### config.mk
export PLATFORM = sky130hd
export DESIGN_NAME = key_debounce_bank
export DESIGN_NICKNAME = d
export VERILOG_FILES = /design/src/rtl/key_debounce_bank.sv
export SDC_FILE = /design/constraint.sdc
export NUM_CORES = 1
export LEC_CHECK = 0
export CELL_PAD_IN_SITES_DETAIL_PLACEMENT = 1
export CELL_PAD_IN_SITES_GLOBAL_PLACEMENT = 2
export CORE_MARGIN = 3
export CORE_UTILIZATION = 35
export CTS_CLUSTER_SIZE = 8
export DETAILED_ROUTE_END_ITERATION = 16
export GPL_TIMING_DRIVEN = 1
export PLACE_DENSITY_LB_ADDON = 0.1
export SLEW_MARGIN = 20
export SYNTH_ARGS = -nofsm -noshare
export SYNTH_HDL_FRONTEND = slang
export SYNTH_SLANG_ARGS = --single-unit
### constraint.sdc
create_clock -name CLK -period 2.5 [get_ports CLK]
set_input_delay 0.5 -clock CLK [delete_from_list [all_inputs] [get_ports CLK]]
set_output_delay 0.5 -clock CLK [all_outputs]
set_load 0.01 [all_outputs]
### src/rtl/key_debounce_bank.sv
// Bank of independent key debouncers with press/release pulses and hold detect.
// Ports: CLK, RST_N (async low); in_key raw keys; KEY/PRESS/RELEASE/HOLD per channel; ANY_KEY.
module key_debounce_bank #(
  parameter int unsigned N_CH          = 4,
  parameter int unsigned DEB_CYCLES    = 5000,
  parameter int unsigned HOLD_CYCLES   = 0,
  parameter int unsigned CNT_W         = 22,
  parameter bit          ACTIVE_LOW_IN = 1'b1
) (
  input  logic            CLK,
  input  logic            RST_N,
  input  logic [N_CH-1:0] in_key,
  output logic [N_CH-1:0] KEY,
  output logic [N_CH-1:0] PRESS,
  output logic [N_CH-1:0] RELEASE,
  output logic [N_CH-1:0] HOLD,
  output logic            ANY_KEY
);

  if (N_CH == 0 || N_CH > 32 || DEB_CYCLES == 0 ||
      64'(DEB_CYCLES) >= (64'd1 << CNT_W) ||
      64'(HOLD_CYCLES) >= (64'd1 << CNT_W)) begin : g_bad_param
    $error("key_debounce_bank: parameter out of range");
  end

  // Raw level of a released key; XOR with it maps raw to 1 = pressed.
  localparam logic [N_CH-1:0] IDLE_RAW =
    ACTIVE_LOW_IN ? {N_CH{1'b1}} : {N_CH{1'b0}};
  localparam logic [CNT_W-1:0] DEB_LAST = CNT_W'(DEB_CYCLES - 1);

  logic [N_CH-1:0]  sync1_q;
  logic [N_CH-1:0]  sync2_q;
  logic [N_CH-1:0]  s;
  logic [N_CH-1:0]  st_q;
  logic [N_CH-1:0]  st_d;
  logic [N_CH-1:0]  press_q;
  logic [N_CH-1:0]  rel_q;
  logic [CNT_W-1:0] dc_q [N_CH];
  logic [CNT_W-1:0] dc_d [N_CH];

  assign s = sync2_q ^ IDLE_RAW;

  // Disagreeing samples count up; the last one flips the state.
  always_comb begin
    st_d = st_q;
    for (int i = 0; i < int'(N_CH); i++) begin
      dc_d[i] = '0;
      if (s[i] != st_q[i]) begin
        if (dc_q[i] == DEB_LAST) begin
          st_d[i] = ~st_q[i];
        end else begin
          dc_d[i] = dc_q[i] + CNT_W'(1);
        end
      end
    end
  end

  always_ff @(posedge CLK or negedge RST_N) begin
    if (!RST_N) begin
      sync1_q <= IDLE_RAW;
      sync2_q <= IDLE_RAW;
      st_q    <= '0;
      press_q <= '0;
      rel_q   <= '0;
      for (int i = 0; i < int'(N_CH); i++) begin
        dc_q[i] <= '0;
      end
    end else begin
      sync1_q <= in_key;
      sync2_q <= sync1_q;
      st_q    <= st_d;
      press_q <= st_d & ~st_q;
      rel_q   <= ~st_d & st_q;
      for (int i = 0; i < int'(N_CH); i++) begin
        dc_q[i] <= dc_d[i];
      end
    end
  end

  if (HOLD_CYCLES > 0) begin : g_hold
    localparam logic [CNT_W-1:0] HMAX = CNT_W'(HOLD_CYCLES);
    logic [CNT_W-1:0] hc_q [N_CH];
    logic [CNT_W-1:0] hc_d [N_CH];

    // Saturating press-duration counter, cleared while released.
    always_comb begin
      for (int i = 0; i < int'(N_CH); i++) begin
        hc_d[i] = '0;
        if (st_q[i]) begin
          if (hc_q[i] == HMAX) begin
            hc_d[i] = hc_q[i];
          end else begin
            hc_d[i] = hc_q[i] + CNT_W'(1);
          end
        end
      end
    end

    always_ff @(posedge CLK or negedge RST_N) begin
      if (!RST_N) begin
        for (int i = 0; i < int'(N_CH); i++) begin
          hc_q[i] <= '0;
        end
      end else begin
        for (int i = 0; i < int'(N_CH); i++) begin
          hc_q[i] <= hc_d[i];
        end
      end
    end

    always_comb begin
      for (int i = 0; i < int'(N_CH); i++) begin
        HOLD[i] = st_q[i] && (hc_q[i] == HMAX);
      end
    end
  end else begin : g_no_hold
    assign HOLD = '0;
  end

  assign KEY     = st_q;
  assign PRESS   = press_q;
  assign RELEASE = rel_q;
  assign ANY_KEY = |st_q;

endmodule

# After elaboration in Yosys (flattened, before gate mapping)
# Cells that the tools add are included.
dict set report classes {
  add_sub_neg 4
  n_eq_ne 8
  n_mux 16
  n_bitwise 9
  n_reduce_logical 1
}
# cell count
set ops {}
lappend ops {{two-way mux 22 bit} 8}
lappend ops {{adder 22 x 1 -> 22 bit, second input constant} 4}
lappend ops {{== test 22 x 13 -> 1 bit, second input constant} 4}
lappend ops {{NOT 4 bit} 3}
lappend ops {{bitwise AND 4 bit} 2}
lappend ops {{two-way mux 1 bit} 8}
lappend ops {{!= test 1 bit} 4}
lappend ops {{NOT 1 bit} 4}
lappend ops {{OR reduction 4 bit} 1}
dict set report totals {
  reg_bits 108
  input_bits 6
  out_inout_bits 17
  elab_cells 47
}

# Depth between registers and ports, before layout
dict set report depth {
  ltp_word 5
  ltp_mapped 6
  ltp_nobuf 5
}

# Least setup slack after synthesis
# OpenSTA, ideal clock, no wires.
dict set report synth_path {
  path_kind {register to register}
  startpoint {register dc_q[66] (netlist bit)}
  endpoint {register dc_q[84] (netlist bit)}
  setup_time_ns 0.078
  t_arrival_ns 1.793
  required_time_ns 2.422
  slack_ns 0.628
  stages_incl_launch_ff 6
  path_buffers 0
  period_less_slack_ns 1.872
  path_cell_list {dfrtp_1 -> ha_1 -> nand3_1 -> or4_1 -> or3_1 -> a21oi_1}
}
# item line_no
set synth_rtl {}
lappend synth_rtl {{start: declaration} 38} ;# logic [CNT_W-1:0] dc_q [N_CH];
lappend synth_rtl {{start signal: indexed assignment} 75} ;# dc_q[i] <= dc_d[i];

# Final worst setup path
dict set report layout_path {
  startpoint {register st_q[2] (netlist: KEY[2])}
  endpoint {output port ANY_KEY}
}
dict set report layout_between {
  elab_chain_len 1
}
# item line_no
set layout_lines {}
lappend layout_lines {{start: declaration} 34} ;# logic [N_CH-1:0] st_q;
lappend layout_lines {{start signal: assignment} 71} ;# st_q <= st_d;
lappend layout_lines {{OR reduction 4 bit} 123} ;# assign ANY_KEY = |st_q;
lappend layout_lines {{end: declaration} 17} ;# output logic ANY_KEY
# Every way passes these cells.

==> flow_metrics.env <==
export IMPL_outcome="finished clean"
export IMPL_use_met1_pct=21.4
export IMPL_relSlewSlack_pct=55.8
export IMPL_muxShareOfSynthArea_pct=0.766
export IMPL_grt_busiest_layer="met2"
export IMPL_crit_start="KEY[2]"
export IMPL_async_flop_share_pct=100
export IMPL_clkTransAtPathRegs_ns=0.07
export IMPL_core_um2=14600
export IMPL_startpoint_type="flop"
export IMPL_fin_skew_ns=0.00692
export IMPL_total_power_mw=3.40
export IMPL_synth_top_cell_by_area="dfrtp_1"
export IMPL_clk_path_buf_depth=2
export IMPL_insertion_delay_ns=0.36
export IMPL_vias_per_cell=5.31
export IMPL_grt_antenna_before_repair=0
export IMPL_synth_cells=527
export IMPL_cts_tree="done"
export IMPL_ant_nets=0
export IMPL_diodes=0
export IMPL_power_share_switching_pct=23.0
export IMPL_wl_per_cell_um=15.9
export IMPL_drive_gt1_share_pct=8.84
export IMPL_synthTopCellsByCount="dfrtp_1, nor2_1, xnor2_1, nand3_1, a21oi_1"
export IMPL_peakVddDrop_v=0.000328
export IMPL_rsz0062_at_grt="false"
export IMPL_yosys_area_share_simple_pct=26.0
export IMPL_final_core_util_pct=41.0
export IMPL_root_buffer="clkbuf_16"
export IMPL_path_max_fanout=5
export IMPL_timing_rr_start="dc_q[48]"
export IMPL_p_sw_mw=0.783
export IMPL_postCtsSetupBuffers=0
export IMPL_die_area_um2=16400
export IMPL_synth_area_um2=5230
export IMPL_rows=44
export IMPL_internal_power_mw=2.62
export IMPL_drtIter0Drc=130
export IMPL_worstMarginPinSlew_ns=0.657
export IMPL_pin_count=23
export IMPL_synth_ff_type="dfrtp_1"
export IMPL_ctsResizeCount=0
export IMPL_yosysUniqueCellTypes=35
export IMPL_endpoint_kind="output pin"
export IMPL_dieHeight_um=128
export IMPL_finalCritPeriodShare_pct=85.0
export IMPL_ys_ff_latch=108
export IMPL_p_leak_nw=2.36
export IMPL_grt_use_met2_pct=24.7
export IMPL_grt_use_met3_pct=3.54
export IMPL_multi_input_area_um2=2370
export IMPL_cts_buffers=9
export IMPL_synth_edf_count=0
export IMPL_synth_top_area_share_pct=47.9
export IMPL_synth_xor_area_share_pct=9.72
export IMPL_path_cells="inv_1, nand4_1, clkdlybuf4s50_1"
export IMPL_drtPass1Iterations=4
export IMPL_clockPowerShare_pct=43.4
export IMPL_yosysSeqAreaShare_pct=51.9
export IMPL_pwr_share_comb_pct=3.6
export IMPL_gp_congestion=0.758
export IMPL_yosys_warnings=0
export IMPL_ff_latch_area_um2=2710
export IMPL_synthAdderAreaFrac_pct=1.68
export IMPL_nNetsFinal=562
export IMPL_yosys_top_cells_area="dfrtp_1, xnor2_1, nor2_1"
export IMPL_grtUsageTotal_pct=15.6
export IMPL_cts_hold_buf=0
export IMPL_max_freq_mhz=470
export IMPL_ff2ff_path_depth=4
export IMPL_finalWirelength_mm=11.7
export IMPL_grt_overflow_total=0
export IMPL_drc=0
export IMPL_grt_pass1_vias=4107
export IMPL_critical_path_class="reg -> out"
export IMPL_drv_slew=0
export IMPL_whs_ns=0.0688
export IMPL_synth_compound_area_share_pct=6.46
export IMPL_synth_area_per_cell_um2=9.92
export IMPL_critPathMaxStageDelay_ns=0.55
export IMPL_regToRegSetupSlack_ns=0.40
export IMPL_vias=3920
export IMPL_die_x_um=128
export IMPL_synth_top_family_by_area="simple AND/OR/NAND/NOR gates"
export IMPL_crit_end="ANY_KEY"
export IMPL_place_inst=722
export IMPL_htree_levels=3
export IMPL_cap_violations=0
export IMPL_tns_ns=0
export IMPL_portBuffers=18
export IMPL_power_density_nw_per_um2=569
export IMPL_setup_viol=0
export IMPL_grt_pass1_wl_mm=20.7
export IMPL_fill_cells=1651
export IMPL_cp_arrival_ns=1.63
export IMPL_yosysMostFrequentCell="dfrtp_1"
export IMPL_instances_no_fill=738
export IMPL_dp_hpwl_mm=8.29
export IMPL_grt_max_degree=53
export IMPL_start_util_pct=35.8
export IMPL_hold_viol_final=0
export IMPL_clock_sinks=108
export IMPL_worstReg2RegEnd="dc_q[65]"
export IMPL_cp_required_ns=2.00
export IMPL_hold_path_class="in -> async"
export IMPL_min_period_ns=2.13
export IMPL_p_seq_share_pct=53.0
export IMPL_area_growth_pct=14.3
export IMPL_cp_slowest_cell="clkdlybuf4s50_1"
stage by stage:
stage | setup WS [ns] | cell area (um2)
after global routing | 0.210 | 5970
final | 0.375 | 5970
after floorplan | 0.628 | 5240
after CTS | 0.304 | 5970
after global placement | 0.500 | 5670
after detailed placement | 0.414 | 5670
power groups by stage:
stage	clock [mW]	combinational, mW	sequential (mW)
after floorplan	0	0.0589	1.83
after global placement	0	0.126	1.84
after detailed placement	0	0.130	1.84
after CTS	1.55	0.130	1.80
after global routing	1.61	0.144	1.81
final	1.48	0.123	1.80
cell families (layout without fill, tap and decap cells):
family	after synthesis	count (layout)
compound gates	56	56
mux	4	4
other cells	1	4
flops	108	108
fa+ha+maj	7	7
xor+xnor	58	58
simple gates	250	250
buf+inv	43	67
how the worst min path moves through the flow:
stage	cells past startpoint	start	endpoint
global placement	0	sync1_q[1]	sync2_q[1]
finish	1	RST_N	dc_q[20]
CTS	1	RST_N	dc_q[20]
global route	1	RST_N	dc_q[20]
floorplan	0	RST_N	KEY[0]
detailed placement	0	sync1_q[0]	sync2_q[0]
final cells by class:
type,count,share of cell area [%]
flip-flops and latches,108,45.4
multi-input cells,379,39.7
repair buffers,29,4.57
clock buffers,10,4.00
well taps,184,3.85
inverters,22,1.38
clock inverters,6,1.07
sequential cells by signal (all words and copies together), names as in the netlist:
signal and cells:
sync1_q 4, sync2_q 4, KEY 4, PRESS 4, dc_q 88, RELEASE 4
cell usage in the layout (no fill, tap or decap), types with 18 or more instances in the layout:
| cell type | instances |
|---|---|
| or4_1 | 18 |
| inv_1 | 22 |
| dfrtp_1 | 100 |
| xor2_1 | 20 |
| nand3_1 | 34 |
| a21oi_1 | 25 |
| nor2_1 | 71 |
| nand4_1 | 19 |
| xnor2_1 | 38 |
| nand2_1 | 23 |
critical path: cells and delay by family (launching register included):
family	cells	cell delay, ns
flip-flops	1	0.48
buffers and inverters	2	0.65
AND/OR/NAND/NOR	1	0.14
layer usage:
layer / vias to the layer above / routed length, um / share of wire, %
met5: - / 0 / 0
met2: 29 / 5550 / 47
met4: 0 / 172 / 1.5
met3: 10 / 289 / 2.5
li1: 1909 / - / -
met1: 1972 / 5720 / 49
(Power assumes the default switching activity.)
